===== config.mk =====
export PLATFORM = sky130hd
export DESIGN_NAME = rpd_basys3_top
export DESIGN_NICKNAME = d
export VERILOG_FILES = /design/src/rtl/alg_pkg.sv /design/src/rtl/uart_pkg.sv /design/src/rtl/rpd_uart_phy.sv /design/src/rtl/rpd_basys3_top.sv
export SDC_FILE = /design/constraint.sdc
export NUM_CORES = 1
export LEC_CHECK = 0
export ABC_CLOCK_PERIOD_IN_PS = 9540
export BUFFER_PORTS_ARGS = -buffer_cell sky130_fd_sc_hd__clkbuf_2
export CORE_ASPECT_RATIO = 1.2
export CORE_UTILIZATION = 25
export DETAILED_ROUTE_END_ITERATION = 10
export PLACE_DENSITY = 0.44
export SLEW_MARGIN = 20
export SYNTH_ARGS = -nofsm -noshare
export SYNTH_HDL_FRONTEND = slang
export SYNTH_SLANG_ARGS = --single-unit

===== constraint.sdc =====
create_clock -name clk_io -period 9.54 [get_ports clk_io]
set_input_delay 1.908 -clock clk_io [delete_from_list [all_inputs] [get_ports clk_io]]
set_output_delay 1.908 -clock clk_io [all_outputs]
set_load 0.05 [all_outputs]

===== src/rtl/alg_pkg.sv =====
// Sample and index widths shared by the R-peak detector.
package alg_pkg;

   localparam int DATA_WIDTH  = 11;
   localparam int CTR_WIDTH   = 22;
   localparam int DATA_OFFSET = 1024;

endpackage


===== src/rtl/uart_pkg.sv =====
// UART register map, status layout and serialiser states for the RPD demo.
package uart_pkg;

   localparam logic [2:0] UART_CR_OFFSET    = 3'd0;
   localparam logic [2:0] UART_SR_OFFSET    = 3'd1;
   localparam logic [2:0] UART_DINL_OFFSET  = 3'd2;
   localparam logic [2:0] UART_DINH_OFFSET  = 3'd3;
   localparam logic [2:0] UART_DOUTL_OFFSET = 3'd4;
   localparam logic [2:0] UART_DOUTM_OFFSET = 3'd5;
   localparam logic [2:0] UART_DOUTH_OFFSET = 3'd6;

   typedef struct packed {
      logic [2:0] rsvd;
      logic       overflow;
      logic       tx_fifo_full;
      logic       tx_fifo_empty;
      logic       rx_fifo_full;
      logic       rx_fifo_empty;
   } uart_sr_t;

   typedef enum logic [1:0] {
      PHY_IDLE,
      PHY_START,
      PHY_DATA,
      PHY_STOP
   } phy_state_t;

endpackage


===== src/rtl/rpd_uart_phy.sv =====
// 8N1 UART serialiser/deserialiser, LSB first, mid-bit sampling.
module rpd_uart_phy
   import uart_pkg::*;
#(
   parameter int CLKS_PER_BIT = 868
) (
   input  logic       clk_i,
   input  logic       rst_ni,
   input  logic       rx_i,
   input  logic       tx_start_i,
   input  logic [7:0] tx_data_i,
   output logic       rx_valid_o,
   output logic [7:0] rx_data_o,
   output logic       tx_o,
   output logic       tx_busy_o
);

   localparam int CW = $clog2(CLKS_PER_BIT);
   localparam logic [CW-1:0] HALF = CW'(CLKS_PER_BIT / 2 - 1);
   localparam logic [CW-1:0] FULL = CW'(CLKS_PER_BIT - 1);

   phy_state_t    rx_st_q, rx_st_d;
   logic [CW-1:0] rx_cnt_q, rx_cnt_d;
   logic [2:0]    rx_bit_q, rx_bit_d;
   logic [7:0]    rx_sh_q, rx_sh_d;
   logic          rx_valid_q, rx_valid_d;
   logic          rx_s1_q, rx_s2_q;

   phy_state_t    tx_st_q, tx_st_d;
   logic [CW-1:0] tx_cnt_q, tx_cnt_d;
   logic [2:0]    tx_bit_q, tx_bit_d;
   logic [7:0]    tx_sh_q, tx_sh_d;
   logic          tx_q, tx_d;

   always_ff @(posedge clk_i or negedge rst_ni) begin
      if (!rst_ni) begin
         rx_s1_q    <= 1'b1;
         rx_s2_q    <= 1'b1;
         rx_st_q    <= PHY_IDLE;
         rx_cnt_q   <= '0;
         rx_bit_q   <= '0;
         rx_sh_q    <= '0;
         rx_valid_q <= 1'b0;
         tx_st_q    <= PHY_IDLE;
         tx_cnt_q   <= '0;
         tx_bit_q   <= '0;
         tx_sh_q    <= '0;
         tx_q       <= 1'b1;
      end else begin
         rx_s1_q    <= rx_i;
         rx_s2_q    <= rx_s1_q;
         rx_st_q    <= rx_st_d;
         rx_cnt_q   <= rx_cnt_d;
         rx_bit_q   <= rx_bit_d;
         rx_sh_q    <= rx_sh_d;
         rx_valid_q <= rx_valid_d;
         tx_st_q    <= tx_st_d;
         tx_cnt_q   <= tx_cnt_d;
         tx_bit_q   <= tx_bit_d;
         tx_sh_q    <= tx_sh_d;
         tx_q       <= tx_d;
      end
   end

   always_comb begin
      rx_st_d    = rx_st_q;
      rx_cnt_d   = rx_cnt_q + 1'b1;
      rx_bit_d   = rx_bit_q;
      rx_sh_d    = rx_sh_q;
      rx_valid_d = 1'b0;
      unique case (rx_st_q)
         PHY_IDLE: begin
            rx_cnt_d = '0;
            if (!rx_s2_q) rx_st_d = PHY_START;
         end
         PHY_START: begin
            if (rx_cnt_q == HALF) begin
               rx_cnt_d = '0;
               rx_bit_d = '0;
               rx_st_d  = rx_s2_q ? PHY_IDLE : PHY_DATA;
            end
         end
         PHY_DATA: begin
            if (rx_cnt_q == FULL) begin
               rx_cnt_d = '0;
               rx_sh_d  = {rx_s2_q, rx_sh_q[7:1]};
               rx_bit_d = rx_bit_q + 3'd1;
               if (rx_bit_q == 3'd7) rx_st_d = PHY_STOP;
            end
         end
         PHY_STOP: begin
            // A low stop bit silently drops the frame.
            if (rx_cnt_q == FULL) begin
               rx_st_d    = PHY_IDLE;
               rx_valid_d = rx_s2_q;
            end
         end
         default: rx_st_d = PHY_IDLE;
      endcase
   end

   always_comb begin
      tx_st_d  = tx_st_q;
      tx_cnt_d = tx_cnt_q + 1'b1;
      tx_bit_d = tx_bit_q;
      tx_sh_d  = tx_sh_q;
      tx_d     = tx_q;
      unique case (tx_st_q)
         PHY_IDLE: begin
            tx_cnt_d = '0;
            tx_d     = 1'b1;
            if (tx_start_i) begin
               tx_sh_d = tx_data_i;
               tx_st_d = PHY_START;
               tx_d    = 1'b0;
            end
         end
         PHY_START: begin
            if (tx_cnt_q == FULL) begin
               tx_cnt_d = '0;
               tx_bit_d = '0;
               tx_st_d  = PHY_DATA;
               tx_d     = tx_sh_q[0];
            end
         end
         PHY_DATA: begin
            if (tx_cnt_q == FULL) begin
               tx_cnt_d = '0;
               tx_sh_d  = {1'b0, tx_sh_q[7:1]};
               tx_bit_d = tx_bit_q + 3'd1;
               if (tx_bit_q == 3'd7) begin
                  tx_st_d = PHY_STOP;
                  tx_d    = 1'b1;
               end else begin
                  tx_d = tx_sh_q[1];
               end
            end
         end
         PHY_STOP: begin
            if (tx_cnt_q == FULL) tx_st_d = PHY_IDLE;
         end
         default: tx_st_d = PHY_IDLE;
      endcase
   end

   assign rx_valid_o = rx_valid_q;
   assign rx_data_o  = rx_sh_q;
   assign tx_o       = tx_q;
   assign tx_busy_o  = (tx_st_q != PHY_IDLE);

endmodule


===== src/rtl/rpd_basys3_top.sv =====
// Basys-3 R-peak detection top: UART register file, FIFOs, detector.
// Optional RPD_SPY_EN mirrors sin/sout/sck_re onto the *_spy pins.
module rpd_basys3_top
   import uart_pkg::*;
   import alg_pkg::*;
#(
   parameter int CLKS_PER_BIT = 868,
   parameter int FIFO_DEPTH   = 16
) (
   input  logic        clk_io,
   input  logic        rst_n,
   input  logic        sin,
   output logic        sout,
   output logic        sin_spy,
   output logic        sout_spy,
   input  logic [15:0] sw,
   input  logic        btnC,
   output logic [15:0] led,
   input  logic        xa4_p,
   input  logic        xa4_n,
   output logic        sck_re,
   output logic        sck_spy
);

   localparam int AW = $clog2(FIFO_DEPTH);

   logic       rx_valid, tx_busy, tx_start;
   logic [7:0] rx_data, rd_data;

   logic       btn_s1_q, btn_s2_q, clr;
   logic [7:0] cr_q, dinl_q;
   logic       ovf_q, ovf_d;
   logic       pend_q, pend_d;
   logic [2:0] waddr_q, waddr_d;
   logic       wr_en, rd_en;
   logic [2:0] rd_addr;

   logic [DATA_WIDTH-1:0] s_mem [FIFO_DEPTH];
   logic [AW:0]           s_wp_q, s_rp_q;
   logic                  s_empty, s_full, s_push, s_push_ok, s_pop;
   logic [DATA_WIDTH-1:0] s_head, s_in, prev_q, last_q, thr;

   logic [CTR_WIDTH-1:0]  r_mem [FIFO_DEPTH];
   logic [AW:0]           r_wp_q, r_rp_q;
   logic                  r_empty, r_full, r_push, r_push_ok, r_pop;
   logic [CTR_WIDTH-1:0]  r_head, ctr_q;

   logic        peak, sck_q;
   logic [15:0] led_q;
   uart_sr_t    sr;
   logic        unused_pins;

   rpd_uart_phy #(
      .CLKS_PER_BIT(CLKS_PER_BIT)
   ) u_phy (
      .clk_i     (clk_io),
      .rst_ni    (rst_n),
      .rx_i      (sin),
      .tx_start_i(tx_start),
      .tx_data_i (rd_data),
      .rx_valid_o(rx_valid),
      .rx_data_o (rx_data),
      .tx_o      (sout),
      .tx_busy_o (tx_busy)
   );

   assign clr     = btn_s2_q;
   assign thr     = sw[DATA_WIDTH-1:0];
   assign rd_addr = rx_data[3:1];

   assign s_empty = (s_wp_q == s_rp_q);
   assign s_full  = (s_wp_q[AW] != s_rp_q[AW]) &&
                    (s_wp_q[AW-1:0] == s_rp_q[AW-1:0]);
   assign r_empty = (r_wp_q == r_rp_q);
   assign r_full  = (r_wp_q[AW] != r_rp_q[AW]) &&
                    (r_wp_q[AW-1:0] == r_rp_q[AW-1:0]);
   assign s_head  = s_mem[s_rp_q[AW-1:0]];
   assign r_head  = r_mem[r_rp_q[AW-1:0]];

   always_comb begin
      wr_en   = 1'b0;
      rd_en   = 1'b0;
      pend_d  = pend_q;
      waddr_d = waddr_q;
      if (rx_valid) begin
         if (pend_q) begin
            wr_en  = 1'b1;
            pend_d = 1'b0;
         end else if (rx_data[7:4] == 4'd0) begin
            if (rx_data[0]) begin
               pend_d  = 1'b1;
               waddr_d = rx_data[3:1];
            end else begin
               rd_en = 1'b1;
            end
         end
      end
   end

   assign sr = '{rsvd: 3'b000, overflow: ovf_q,
                 tx_fifo_full: r_full, tx_fifo_empty: r_empty,
                 rx_fifo_full: s_full, rx_fifo_empty: s_empty};

   always_comb begin
      rd_data = 8'h00;
      case (rd_addr)
         UART_CR_OFFSET:    rd_data = cr_q;
         UART_SR_OFFSET:    rd_data = sr;
         UART_DINL_OFFSET:  rd_data = dinl_q;
         UART_DOUTL_OFFSET: rd_data = r_empty ? 8'h00 : r_head[7:0];
         UART_DOUTM_OFFSET: rd_data = r_empty ? 8'h00 : r_head[15:8];
         UART_DOUTH_OFFSET: rd_data = r_empty ? 8'h00 : {2'b00, r_head[21:16]};
         default:           rd_data = 8'h00;
      endcase
   end

   assign tx_start  = rd_en && !tx_busy;
   assign r_pop     = tx_start && (rd_addr == UART_DOUTH_OFFSET) && !r_empty;
   assign s_in      = {rx_data[2:0], dinl_q};
   assign s_push    = wr_en && (waddr_q == UART_DINH_OFFSET);
   assign s_pop     = cr_q[0] && !s_empty;
   assign s_push_ok = s_push && (!s_full || s_pop);
   assign peak      = (prev_q < thr) && (s_head >= thr);
   assign r_push    = s_pop && peak;
   assign r_push_ok = r_push && (!r_full || r_pop);

   always_comb begin
      ovf_d = ovf_q;
      if (wr_en && (waddr_q == UART_SR_OFFSET) && rx_data[4]) ovf_d = 1'b0;
      if ((s_push && !s_push_ok) || (r_push && !r_push_ok)) ovf_d = 1'b1;
      if (clr) ovf_d = 1'b0;
   end

   always_ff @(posedge clk_io or negedge rst_n) begin
      if (!rst_n) begin
         btn_s1_q <= 1'b0;
         btn_s2_q <= 1'b0;
         cr_q     <= '0;
         dinl_q   <= '0;
         ovf_q    <= 1'b0;
         pend_q   <= 1'b0;
         waddr_q  <= '0;
         s_wp_q   <= '0;
         s_rp_q   <= '0;
         r_wp_q   <= '0;
         r_rp_q   <= '0;
         ctr_q    <= '0;
         prev_q   <= '0;
         last_q   <= '0;
         sck_q    <= 1'b0;
         led_q    <= '0;
      end else begin
         btn_s1_q <= btnC;
         btn_s2_q <= btn_s1_q;
         ovf_q    <= ovf_d;
         pend_q   <= pend_d;
         waddr_q  <= waddr_d;
         sck_q    <= s_pop;
         led_q    <= {ovf_q, r_full, r_empty, s_full, s_empty, last_q};
         if (wr_en && (waddr_q == UART_CR_OFFSET))   cr_q   <= rx_data;
         if (wr_en && (waddr_q == UART_DINL_OFFSET)) dinl_q <= rx_data;
         if (s_pop) last_q <= s_head;
         if (clr) begin
            s_wp_q <= '0;
            s_rp_q <= '0;
            r_wp_q <= '0;
            r_rp_q <= '0;
            ctr_q  <= '0;
            prev_q <= '0;
         end else begin
            if (s_push_ok) s_wp_q <= s_wp_q + 1'b1;
            if (r_push_ok) r_wp_q <= r_wp_q + 1'b1;
            if (r_pop)     r_rp_q <= r_rp_q + 1'b1;
            if (s_pop) begin
               s_rp_q <= s_rp_q + 1'b1;
               prev_q <= s_head;
               if (ctr_q != '1) ctr_q <= ctr_q + 1'b1;
            end
         end
      end
   end

   always_ff @(posedge clk_io) begin
      if (s_push_ok && !clr) s_mem[s_wp_q[AW-1:0]] <= s_in;
      if (r_push_ok && !clr) r_mem[r_wp_q[AW-1:0]] <= ctr_q;
   end

   assign sck_re = sck_q;
   assign led    = led_q;

`ifdef RPD_SPY_EN
   assign sin_spy  = sin;
   assign sout_spy = sout;
   assign sck_spy  = sck_q;
`else
   assign sin_spy  = 1'b0;
   assign sout_spy = 1'b0;
   assign sck_spy  = 1'b0;
`endif

   assign unused_pins = ^{xa4_p, xa4_n, sw[15:DATA_WIDTH]};

endmodule


---- Yosys cells after proc, flatten, opt, wreduce, memory -nomap -nowiden ----
Memory sizes are Yosys's and may differ from the RTL's.
Index checks and enable logic that the tools add are counted.
word-level totals
  output and inout port bits .............. 21
  logic and storage cells ................. 201
  memories ................................ 2
  RAM bits ................................ 528
  register bits ........................... 154
  input port bits ......................... 22
cells by class
  multiplexer cells ....................... 67
  add/subtract/negate cells ............... 9
  equality and inequality tests ........... 36
  bitwise gates (word level) .............. 1
  order comparisons ....................... 2
  reduce and logical (&&, ||, !) cells .... 56
memory list
  name   words  bits a word  rd ports  clocked after memory_dff  write ports  line                  text
  r_mem  16     22           1         0                         1            rpd_basys3_top.sv:43  logic [CTR_WIDTH-1:0] r_mem [FIFO_DEPTH];
  s_mem  16     11           1         0                         1            rpd_basys3_top.sv:38  logic [DATA_WIDTH-1:0] s_mem [FIFO_DEPTH];
operators with widths
  kind                                            number
  2-to-1 mux 22 bit                               3
  one-hot mux 8 bit (6 select lines)              1
  2-to-1 mux 5 bit                                8
  2-to-1 mux 8 bit                                4
  2-to-1 mux 10 bit                               3
  one-hot mux 10 bit (3 select lines)             1
  adder 22 x 1 -> 22 bit (second input constant)  1
  2-to-1 mux 1 bit                                22
  2-to-1 mux 11 bit                               2
  2-to-1 mux 2 bit                                11
  != test 22 bit (second input constant)          1
  adder 10 x 1 -> 10 bit (second input constant)  2
  adder 5 x 1 -> 5 bit (second input constant)    4
  == test 10 bit (second input constant)          2
  one-hot mux 10 bit (2 select lines)             1
  logical AND 1 bit                               19
  nonzero test 2 bit                              9
  != test 2 x 1 -> 1 bit (second input constant)  8
  one-hot mux 2 bit (4 select lines)              2
  one-hot mux 8 bit (2 select lines)              1
  == test 3 bit (second input constant)           5
  2-to-1 mux 3 bit                                4
  one-hot mux 3 bit (2 select lines)              2
  AND reduction 3 bit                             4
  25 further kinds                                51

---- Depth between registers and ports, before layout ----
  word-level depth ........................ 14
  gate-level depth with buffers ........... 13
  mapped depth without buffers ............ 10

---- Modules after synthesis ----
Synthesis repeated with hierarchy kept, for this count alone.
second synthesis, totals
  cell total of the unflattened synthesis .. 1,633
  area total of the unflattened synthesis .. 28,237.1 um^2
modules (own cells, without submodules)
  module          sequential area each (um^2)  instances  cells each  area each (um^2)
  rpd_basys3_top  18,457.7                     1          1,425       25,779.7
  rpd_uart_phy    1,255.0                      1          208         2,457.4

---- Worst setup path after synthesis ----
OpenSTA, ideal clock, no wires.
  path kind ............................... register -> register
  from .................................... register s_rp_q[0]
  to ...................................... memory r_mem[4][0] (enable)
  library setup time ...................... 0.465 ns
  stages on the path, launching flop included .. 12
  clock period less this slack ............ 6.602 ns
  buffers on the path ..................... 2
  required time ........................... 9.075 ns
  arrival time ............................ 6.137 ns
  slack ................................... 2.938 ns
  cells stage by stage .................... dfrtp_1 -> buf_1 -> buf_1 -> mux4_2 -> mux4_2 -> ha_1 -> a21o_1 -> a31oi_1 -> o31a_1 -> a211oi_1 -> nand2_1 -> nor4b_1
on the way
  longest elaborated chain between the ends .. 8
  elaborated cells on any way between the ends .. 11
  those cells by class .................... order compare: 1; eq/ne: 1; mux: 2; reduce/logical: 6; memory: 1
ends and longest elaborated chain
  what                                    line                   text
  start: declaration                      rpd_basys3_top.sv:39   logic [AW:0] s_wp_q, s_rp_q;
  start signal: assignment                rpd_basys3_top.sv:175  s_rp_q <= s_rp_q + 1'b1;
  memory (16 x 11 bit)                    --
  net s_head[2]                           rpd_basys3_top.sv:41   logic [DATA_WIDTH-1:0] s_head, s_in, prev_q, last_q, thr;
  greater-or-equal comparator 11 bit      rpd_basys3_top.sv:123  assign peak = (prev_q < thr) && (s_head >= thr);
  logical AND 1 bit                       rpd_basys3_top.sv:123
  logical AND 1 bit                       rpd_basys3_top.sv:124  assign r_push = s_pop && peak;
  logical AND 1 bit                       rpd_basys3_top.sv:125  assign r_push_ok = r_push && (!r_full || r_pop);
  logical AND 1 bit                       rpd_basys3_top.sv:185  if (r_push_ok && !clr) r_mem[r_wp_q[AW-1:0]] <= ctr_q;
  2-to-1 mux 1 bit                        rpd_basys3_top.sv:185
  2-to-1 mux 1 bit (not written as such)  rpd_basys3_top.sv:185
  end: declaration                        rpd_basys3_top.sv:43
The timed path passes the listed nets, and every way through them passes these cells.

---- Worst setup path in the final report ----
  from .................................... register s_rp_q[0]
  to ...................................... memory r_mem[4][11] (enable)
Same word-level chain as after synthesis.

==> impl_metrics.env <==
export IMPL_status="completed"
export IMPL_period_needed_ps=5190
export IMPL_hold_viol=0
export IMPL_hold_buffers=0
export IMPL_relSlewSlack_pct=30.0
export IMPL_num_io_pins=43
export IMPL_core_area_mm2=0.111
export IMPL_root_buffer="clkbuf_16"
export IMPL_final_nets=1838
export IMPL_crit_path_end_kind="register"
export IMPL_max_stage_delay_ps=750
export IMPL_cap_violations=0
export IMPL_yosysMostFrequentCell="edfxtp_1"
export IMPL_area_growth_synth_to_final_pct=17.1
export IMPL_synth_common_cells="edfxtp_1, dfrtp_1, mux4_2"
export IMPL_setup_viol=0
export IMPL_routed_top_layer="met4"
export IMPL_wl_per_cell_um=21.2
export IMPL_grt_max_degree=70
export IMPL_synth_edf_count=528
export IMPL_synth_area_mm2=0.0281
export IMPL_period_share_pct=54.4
export IMPL_drt_drc_violations_left=0
export IMPL_grt_ovfl_total=0
export IMPL_hpwl_um=42300
export IMPL_start_util_pct=25.2
export IMPL_place_gp_congestion=0.770
export IMPL_wl_met1_um=30700
export IMPL_synth_seq_area_share_pct=70.1
export IMPL_via_count=15000
export IMPL_path_cells="buf_12 -> mux4_2 -> mux4_2 -> ha_1 -> a21o_1 -> a31oi_1 -> o31a_1 -> a211oi_1 -> buf_4 -> nand2_1 -> nor4b_2 -> buf_4"
export IMPL_cts_sinks=682
export IMPL_drt_iter0_drc=961
export IMPL_critPathKind="register to register"
export IMPL_crit_required_ps=9800
export IMPL_htreeDepth=3
export IMPL_yosysTopAreaCell="edfxtp_1"
export IMPL_slew_viol_final=0
export IMPL_pre_cts_slack_ps=4180
export IMPL_cp_slowest_cell="dfrtp_4"
export IMPL_ant_nets=0
export IMPL_die_h_um=369
export IMPL_max_clock_freq_mhz=193
export IMPL_cts_buffers_inserted=78
export IMPL_layout_drive_gt1_share_pct=21.2
export IMPL_avgSynthCellArea_um2=16.7
export IMPL_leakagePower_nw=11.3
export IMPL_worst_slack_ps=4350
export IMPL_cts_setup_buffers=0
export IMPL_io_buffers=32
export IMPL_viasPerCell=4.52
export IMPL_synth_distinct_cells=66
export IMPL_clkSlewWorstSetupHoldPaths_ps=50
export IMPL_finClkSkew_ps=30.8
export IMPL_netlist_area_leader_share_pct=56.4
export IMPL_setup_tns_ps=0
export IMPL_p_per_area_mw_per_mm2=186
export IMPL_antenna_found_initial=0
export IMPL_firstDrtPassIters=5
export IMPL_ys_async_sr_fraction_pct=22.6
export IMPL_irDropWorstVdd_mv=0.129
export IMPL_ys_warn_count=0
export IMPL_crit_family="multiplexers"
export IMPL_cts_tree="done"
export IMPL_clk_path_buf_depth=3
export IMPL_hold_path_class="register to register"
export IMPL_cp_max_fo=25
export IMPL_antenna_cells=0
export IMPL_die_area_mm2=0.114
export IMPL_wl_met2_um=35600
export IMPL_arrival_ps=5450
export IMPL_wirelength_um=70400
export IMPL_startpoint_type="register"
export IMPL_grt_usage_pct=12.5
export IMPL_critPathBufInv=3
export IMPL_grt_pass1_vias=15900
export IMPL_synthTopCellsByArea="edfxtp_1, dfrtp_1, mux4_2"
export IMPL_grt_setup_unrepaired="no"
export IMPL_ys_ff_latch=682
export IMPL_worst_pin_slew_ps=1050
export IMPL_wl_met3_um=2220
export IMPL_grt_first_pass_wirelength_um=105000
export IMPL_rows=134
export IMPL_die_w_um=308
export IMPL_fillers=11100
export IMPL_ctsResizeCount=0
export IMPL_yosys_most_used_dff="edfxtp_1"
export IMPL_netlist_instances=1680
export IMPL_reg2reg_slack_ps=4350
export IMPL_clk_latency_ps=640
per-layer routing:
layer	global-route usage [%]	vias up
met1	16.1	7880
li1	-	6755
met2	21.5	283
met3	1.67	110
met5	0	-
met4	4.05	0
worst reg2reg max path: cells and delay by family, from the launching register on:
kind	cells	cell delay, ps
AND/OR/NAND/NOR	2	850
buffers and inverters	3	1010
AO/OA/AOI/OAI	4	760
multiplexers	2	1120
adder cells (fa/ha/maj)	1	330
flip-flops	1	750
power breakdown:
group	internal (W)	total, W	switching [W]
Combinational	0.00000772	0.0000347	0.0000270
Sequential	0.00317	0.00317	0.00000261
Clock	0.00172	0.00293	0.00121
Total	0.00489	0.00614	0.00124
flip-flops by register name, indices dropped and copies added (netlist names), 5 cells and up, named ones only:
| signal | count |
|---|---|
| last_q | 11 |
| u_phy.tx_cnt_q | 10 |
| prev_q | 11 |
| led | 16 |
| ctr_q | 22 |
| s_rp_q | 5 |
| u_phy.tx_sh_q | 8 |
| cr_q | 8 |
| r_mem | 352 |
| dinl_q | 8 |
| s_wp_q | 5 |
| r_wp_q | 5 |
| u_phy.rx_cnt_q | 10 |
| u_phy.rx_data_o | 8 |
| r_rp_q | 5 |
| s_mem | 176 |
placed cells by master (no fill, tap or decap), drive strengths merged, types with 6 or more instances in the layout:
| cell | n |
|---|---|
| nor4 | 15 |
| or3 | 6 |
| and3 | 8 |
| mux2 | 27 |
| o21ai | 45 |
| xnor2 | 25 |
| mux4 | 128 |
| nor2 | 88 |
| o31ai | 9 |
| ha | 50 |
| or4 | 7 |
| edfxtp | 528 |
| nor2b | 16 |
| nand4 | 25 |
| inv | 32 |
| nand2b | 17 |
| a31oi | 11 |
| xor2 | 29 |
| a211oi | 7 |
| o22ai | 6 |
| and2 | 13 |
| a21oi | 47 |
| nor4b | 6 |
| and4 | 8 |
| clkinv | 27 |
| nor3 | 19 |
| nand3 | 46 |
| a22oi | 20 |
| nand2 | 110 |
| mux2i | 52 |
| buf | 45 |
| clkbuf | 139 |
| dfrtp | 151 |
| a22o | 9 |
layout make-up:
| class | count | area [um2] | share of cell area [%] |
|---|---|---|---|
| sequential | 682 | 19700 | 60.0 |
| timing repair buffer | 77 | 519 | 1.58 |
| multi-input combinational | 895 | 8150 | 24.8 |
| inverter | 32 | 120 | 0.365 |
| clock inverter | 35 | 334 | 1.02 |
| tap | 1496 | 1870 | 5.69 |
| clock buffer | 107 | 2180 | 6.64 |
cell families after synthesis:
group	count (synthesis)	share of synthesized area (%)
adder cells (fa/ha/maj)	50	2.23
multiplexers	207	13.2
flip-flops	682	70.1
buffers and inverters	105	1.49
XOR/XNOR	54	1.68
other	1	0.0133
AND/OR/NAND/NOR	400	7.14
AO/OA/AOI/OAI	181	4.14
per-stage QoR:
stage / total power, W / instances / util (%) / cell area [um2] / hold slack [ps]
after floorplan: 0.00324 / 1682 / - / 28100 / 331
after global placement: 0.00327 / 3181 / 27.3 / 30400 / 340
after detailed placement: 0.00327 / 3181 / 27.3 / 30400 / 335
after CTS: 0.00623 / 3323 / 29.5 / 32900 / 350
after global routing: 0.00633 / 3324 / 29.6 / 32900 / 361
final: 0.00614 / 3324 / 29.6 / 32900 / 353
final timing paths:
check | startpoint | to | cells after the start
max reg2reg | s_rp_q[0] | r_mem[4][11] | 12
min reg2reg | btn_s1_q | btn_s2_q | 0
max in group asynchronous | rst_n | s_rp_q[0] | 3
min | btn_s1_q | btn_s2_q | 0
max | s_rp_q[0] | r_mem[4][11] | 12
min in group asynchronous | rst_n | led[0] | 1
No activity file was read; power rests on OpenSTA's default activity.
